--- config.mk ---
export PLATFORM = sky130hd
export DESIGN_NAME = pipe_alu
export DESIGN_NICKNAME = d
export VERILOG_FILES = /design/src/rtl/pipe_alu_pkg.sv /design/src/rtl/pipe_alu_mul.sv /design/src/rtl/pipe_alu.sv
export SDC_FILE = /design/constraint.sdc
export NUM_CORES = 1
export LEC_CHECK = 0
export BUFFER_PORTS_ARGS = -buffer_cell sky130_fd_sc_hd__buf_2
export CORE_UTILIZATION = 49
export CTS_CLUSTER_DIAMETER = 40
export DETAILED_ROUTE_END_ITERATION = 10
export PLACE_DENSITY = 0.82
export SLEW_MARGIN = 15
export SYNTH_ARGS = -nofsm -noshare
export SYNTH_HDL_FRONTEND = slang
export SYNTH_SLANG_ARGS = --single-unit
--- constraint.sdc ---
create_clock -name clk_p_i -period 2.6 [get_ports clk_p_i]
set_clock_uncertainty 0.15 [all_clocks]
set_input_delay 0.39 -clock clk_p_i [delete_from_list [all_inputs] [get_ports clk_p_i]]
set_output_delay 0.39 -clock clk_p_i [all_outputs]
set_load 0.01 [all_outputs]
--- src/rtl/pipe_alu_pkg.sv ---
// rtl/pipe_alu_pkg.sv - opcodes and FSM states shared by the pipe_alu slice
package pipe_alu_pkg;

    localparam logic [2:0] OP_ADD    = 3'b000;
    localparam logic [2:0] OP_SUB    = 3'b001;
    localparam logic [2:0] OP_MUL    = 3'b010;
    localparam logic [2:0] OP_AND    = 3'b011;
    localparam logic [2:0] OP_XOR    = 3'b100;
    localparam logic [2:0] OP_ABS    = 3'b101;
    localparam logic [2:0] OP_SUBSHL = 3'b110;
    localparam logic [2:0] OP_RSVD   = 3'b111;

    typedef enum logic {
        ST_IDLE = 1'b0,
        ST_MUL  = 1'b1
    } state_t;

endpackage

--- src/rtl/pipe_alu_mul.sv ---
// rtl/pipe_alu_mul.sv - sequential shift-add multiplier, one multiplier bit per cycle
module pipe_alu_mul #(
    parameter int WIDTH = 8
) (
    input  logic               clk_p_i,
    input  logic               reset_n_i,
    input  logic               start_i,
    input  logic [WIDTH-1:0]   a_i,
    input  logic [WIDTH-1:0]   b_i,
    output logic               busy_o,
    output logic               done_o,
    output logic [2*WIDTH-1:0] product_o
);

    localparam int CW = (WIDTH > 1) ? $clog2(WIDTH) : 1;

    logic [2*WIDTH-1:0] r_mcand;
    logic [WIDTH-1:0]   r_mplier;
    logic [2*WIDTH-1:0] r_acc;
    logic [CW-1:0]      r_cnt;
    logic               r_busy;

    logic [2*WIDTH-1:0] w_partial;
    logic [2*WIDTH-1:0] w_sum;

    assign w_partial = r_mplier[0] ? r_mcand : '0;
    assign w_sum     = r_acc + w_partial;

    // The last bit's sum is presented combinationally so the caller loads it on the retiring edge.
    assign done_o    = r_busy & (r_cnt == CW'(WIDTH - 1));
    assign busy_o    = r_busy;
    assign product_o = w_sum;

    always_ff @(posedge clk_p_i or negedge reset_n_i) begin
        if (!reset_n_i) begin
            r_mcand  <= '0;
            r_mplier <= '0;
            r_acc    <= '0;
            r_cnt    <= '0;
            r_busy   <= 1'b0;
        end else if (start_i) begin
            r_mcand  <= {{WIDTH{1'b0}}, a_i};
            r_mplier <= b_i;
            r_acc    <= '0;
            r_cnt    <= '0;
            r_busy   <= 1'b1;
        end else if (r_busy) begin
            r_acc    <= w_sum;
            r_mcand  <= r_mcand << 1;
            r_mplier <= r_mplier >> 1;
            r_cnt    <= r_cnt + CW'(1);
            if (done_o) begin
                r_busy <= 1'b0;
            end
        end
    end

endmodule

--- src/rtl/pipe_alu.sv ---
// rtl/pipe_alu.sv - handshaked WIDTH-bit ALU with shift-add MUL; flags_o exists when PIPE_ALU_FLAGS_EN is defined
module pipe_alu
    import pipe_alu_pkg::*;
#(
    parameter int WIDTH     = 8,
    parameter int SHIFT_AMT = 2
) (
    input  logic               clk_p_i,
    input  logic               reset_n_i,
    input  logic               in_valid_i,
    output logic               in_ready_o,
    input  logic [WIDTH-1:0]   data_a_i,
    input  logic [WIDTH-1:0]   data_b_i,
    input  logic [2:0]         inst_i,
    output logic               out_valid_o,
    input  logic               out_ready_i,
    output logic [2*WIDTH-1:0] data_o,
`ifdef PIPE_ALU_FLAGS_EN
    output logic [1:0]         flags_o,
`endif
    output logic               err_o
);

    localparam int W2 = 2 * WIDTH;

    state_t          r_state;
    state_t          w_state_next;
    logic            r_valid;
    logic [W2-1:0]   r_data;
    logic            r_err;

    logic            w_accept;
    logic            w_start_mul;
    logic            w_load_alu;
    logic            w_load;
    logic            w_mul_busy;
    logic            w_mul_done;
    logic [W2-1:0]   w_product;
    logic [W2-1:0]   w_a_ext;
    logic [W2-1:0]   w_b_ext;
    logic [W2-1:0]   w_diff;
    logic [WIDTH-1:0] w_a_neg;
    logic [W2-1:0]   w_res;
    logic            w_res_err;
    logic [W2-1:0]   w_load_data;

    assign in_ready_o  = (r_state == ST_IDLE) & ~w_mul_busy & (~r_valid | out_ready_i);
    assign w_accept    = in_valid_i & in_ready_o;
    assign w_start_mul = w_accept & (inst_i == OP_MUL);
    assign w_load_alu  = w_accept & (inst_i != OP_MUL);
    assign w_load      = w_load_alu | w_mul_done;

    assign w_a_ext = {{WIDTH{1'b0}}, data_a_i};
    assign w_b_ext = {{WIDTH{1'b0}}, data_b_i};
    assign w_diff  = w_b_ext - w_a_ext;
    assign w_a_neg = -data_a_i;

    always_comb begin
        w_res     = '0;
        w_res_err = 1'b0;
        case (inst_i)
            OP_ADD:    w_res = w_a_ext + w_b_ext;
            OP_SUB:    w_res = w_diff;
            OP_AND:    w_res = w_a_ext & w_b_ext;
            OP_XOR:    w_res = w_a_ext ^ w_b_ext;
            // Negating the most-negative value wraps back to 2^(W-1), which is the wanted magnitude.
            OP_ABS:    w_res = data_a_i[WIDTH-1] ? {{WIDTH{1'b0}}, w_a_neg} : w_a_ext;
            OP_SUBSHL: w_res = w_diff << SHIFT_AMT;
            OP_RSVD:   w_res_err = 1'b1;
            default:   w_res = '0;
        endcase
    end

    assign w_load_data = w_load_alu ? w_res : w_product;

    pipe_alu_mul #(
        .WIDTH(WIDTH)
    ) u_mul (
        .clk_p_i   (clk_p_i),
        .reset_n_i (reset_n_i),
        .start_i   (w_start_mul),
        .a_i       (data_a_i),
        .b_i       (data_b_i),
        .busy_o    (w_mul_busy),
        .done_o    (w_mul_done),
        .product_o (w_product)
    );

    always_ff @(posedge clk_p_i or negedge reset_n_i) begin
        if (!reset_n_i) begin
            r_state <= ST_IDLE;
        end else begin
            r_state <= w_state_next;
        end
    end

    always_comb begin
        w_state_next = r_state;
        case (r_state)
            ST_IDLE: if (w_start_mul) w_state_next = ST_MUL;
            ST_MUL:  if (w_mul_done)  w_state_next = ST_IDLE;
            default: w_state_next = ST_IDLE;
        endcase
    end

    // A load wins over a transfer: that is the accept-while-draining case.
    always_ff @(posedge clk_p_i or negedge reset_n_i) begin
        if (!reset_n_i) begin
            r_valid <= 1'b0;
            r_data  <= '0;
            r_err   <= 1'b0;
        end else if (w_load) begin
            r_valid <= 1'b1;
            r_data  <= w_load_data;
            r_err   <= w_load_alu & w_res_err;
        end else if (r_valid & out_ready_i) begin
            r_valid <= 1'b0;
        end
    end

    assign out_valid_o = r_valid;
    assign data_o      = r_data;
    assign err_o       = r_err;

`ifdef PIPE_ALU_FLAGS_EN
    logic [1:0] r_flags;

    always_ff @(posedge clk_p_i or negedge reset_n_i) begin
        if (!reset_n_i) begin
            r_flags <= 2'b00;
        end else if (w_load) begin
            r_flags <= {w_load_data[W2-1], (w_load_data == '0)};
        end
    end

    assign flags_o = r_flags;
`endif

endmodule

==> results.py <==
metrics = {
    "timing": {
        "fin_hold_ws_ps": 156,
        "fmaxAchievable_ghz": 0.364,
        "fin_ws_ps": -145,
        "report.final.slew_viol_count": 0,
        "hold_viol": 0,
        "fin_crit_sh_pct": 106,
        "setup_violations": 14,
        "tightest_slew_ps": 590,
        "rsz0062_at_grt": "true",
        "min_period_ps": 2740,
        "maxSlewHeadroom_pct": 60.7,
        "finalSetupTns_ps": -1250,
    },
    "worst_setup_path": {
        "crit_fanout": 7,
        "criticalPathCategory": "flop to flop",
        "end_kind": "flop",
        "worstPathArrival_ps": 2820,
        "start_kind": "flop",
        "required_ps": 2680,
    },
    "synth": {
        "synthTopCellsByArea": "dfrtp_1 (34%), ha_1 (9.2%), nand2_1 (6.3%)",
        "synth_edf_count": 0,
        "synth-main-ff-cell": "dfrtp_1",
        "synthCells": 546,
        "yosysSeqAreaShare_pct": 33.9,
        "yosys.area.top_type_share_pct": 33.9,
        "synth_warnings": 0,
        "synth_top_area_cell": "dfrtp_1",
        "syn_nets": 606,
        "syn-cell-area_um2": 4650,
        "ys_ff_latch": 63,
        "avgSynthCellArea_um2": 8.51,
        "ys_types": 64,
        "synthArstFlopShare_pct": 100,
    },
    "clock_network": {
        "cts_tree": "done",
        "cts.clk_slew.worst_paths_ps": 70,
        "htreeDepth": 3,
        "numClockSinks": 63,
        "cts_buffer_depth": 2,
        "cts_inserted_buffers": 9,
        "clk_latency_ps": 360,
        "cts_root_buf": "clkbuf_8",
    },
    "global_routing": {
        "gr-total-overflow": 0,
        "antenna_found_initial": 0,
        "grt_pass1_vias": 4387,
        "grt_max_degree": 49,
        "grt_use_total_pct": 29.9,
        "grt_pass1_wl_mm": 22.8,
    },
    "outcome": {
        "status": "finished with violations",
        "violations": "negative setup slack",
    },
    "power_and_ir_drop": {
        "peakVddDrop_mv": 0.434,
        "power_density_nw_per_um2": 891,
        "power_leakage_uw": 0.00273,
    },
    "cells_and_area": {
        "fillers": 755,
        "seq_area_um2": 1580,
        "nNetsFinal": 687,
        "drive_gt1_share_pct": 26.0,
        "final_util_pct": 62.7,
        "n_antenna_cell": 0,
        "mostFrequentLayoutCell": "nand2_1",
        "mostFrequentLayoutCells": "nand2_1 (76), dfrtp_1 (61), buf_4 (52)",
        "multi_input_area_um2": 3160,
        "syn_to_final_growth_pct": 24.2,
    },
    "floorplan": {
        "ioPinCount": 42,
        "dieArea_um2": 9870,
        "core-area_um2": 9200,
        "start_util_pct": 50.5,
        "die-width_um": 99.4,
        "rows": 35,
        "die_h_um": 99.4,
    },
    "run": {
        "maxCapViolations": 0,
    },
    "routing": {
        "routed_via_density": 6.25,
        "ant_nets": 0,
        "routedWlPerCell_um": 19.7,
        "drt-initial-drc-count": 545,
        "drc": 0,
        "drtPass1Iterations": 6,
        "wl_mm": 14.6,
        "vias": 4641,
    },
    "placement": {
        "numPortBuffers": 41,
        "preCtsSetupSlack_ps": -113,
        "place_congestion": 0.954,
        "dp_hpwl_mm": 9.93,
    },
    "worst_hold_path": {
        "hp-class": "primary input to flop",
    },
}
worst max-delay path: stages (launching register included):
cell	delay, ps
dfrtp_2	440
and2_4	170
ha_4	160
fa_2	340
a21o_1	240
a221oi_4	330
o211ai_1	170
a21oi_2	200
o21ai_2	90
xnor2_2	220
o22ai_1	110
sequential cells by signal, indices dropped and copies added, names as in the netlist:
register,count
u_mul.busy_o,1
u_mul.r_mcand,16
u_mul.r_cnt,3
r_state,1
u_mul.r_mplier,8
u_mul.r_acc,16
data_o,16
err_o,1
out_valid_o,1
timing repair:
item	4_1_cts	5_1_grt
pin swaps	9	15
hold buffers	1	0
setup buffers	4	1
endpoints found under the setup margin	14	20
resized for setup	19	35
hold endpoints to repair	20	0
final timing paths:
path                                                from                             to  slack (ps)  depth (start not counted)
hold / removal                               data_b_i[4]  u_mul.r_mplier[4]$_DFFE_PN0P_         160                          3
setup reg to reg           u_mul.r_mplier[0]$_DFFE_PN0P_    u_mul.r_acc[14]$_DFFE_PN0P_        -140                         10
setup / recovery           u_mul.r_mplier[0]$_DFFE_PN0P_    u_mul.r_acc[14]$_DFFE_PN0P_        -140                         10
max in group asynchronous                      reset_n_i  u_mul.r_mplier[0]$_DFFE_PN0P_        1310                          3
min in group asynchronous                      reset_n_i    u_mul.r_acc[12]$_DFFE_PN0P_         370                          2
hold reg to reg                        r_state$_DFF_PN0_              r_state$_DFF_PN0_         350                          2
Yosys cell counts, types with 10 or more instances:
cell,count
xnor2_1,20
nand2b_1,10
a21oi_1,29
o22ai_1,10
a22oi_1,11
o21ai_0,47
clkbuf_1,15
and2_1,19
ha_1,34
dfrtp_1,63
nor2_1,47
mux2i_1,20
nand2_1,78
inv_1,24
routing by layer:
| metal | global-route usage (%) | up-vias | share of wire (%) |
|---|---|---|---|
| met4 | 9.95 | 0 | 4.7 |
| met1 | 40.0 | 2185 | 42 |
| met5 | 0 | - | 0 |
| li1 | - | 2099 | - |
| met3 | 6.75 | 73 | 7.8 |
| met2 | 48.1 | 284 | 46 |
through the flow:
| step | area [um^2] | power (uW) | std cells |
|---|---|---|---|
| 2_1_floorplan | 4650 | 3100 | 546 |
| 3_3_place_gp | 5270 | 3780 | 721 |
| 3_5_place_dp | 5270 | 3900 | 721 |
| 4_1_cts | 5570 | 4820 | 741 |
| 5_1_grt | 5770 | 5430 | 742 |
| 6_report | 5770 | 5140 | 742 |
cells by family after synthesis:
| kind of cell | count (synthesis) | share of synthesized area, % |
|---|---|---|
| compound gates | 157 | 22.3 |
| xor+xnor | 27 | 5.09 |
| fa+ha+maj | 37 | 10.4 |
| buf+inv | 49 | 4.12 |
| flops | 63 | 33.9 |
| mux | 21 | 4.79 |
| simple gates | 192 | 19.3 |
final cells by class:
cell class                 count  share of cell area, %
clock buffer                  11                   2.28
clock inverter                 4                  0.824
inverter                      24                   1.56
multi-input combinational    434                   54.7
sequential                    63                   27.4
tap                          111                   2.41
timing repair buffer          95                   10.8
power by group:
| part | internal (uW) | switching [uW] |
|---|---|---|
| clock network | 435 | 396 |
| logic | 1100 | 1470 |
| registers | 1410 | 333 |
Power figures use the tool's default switching activity.
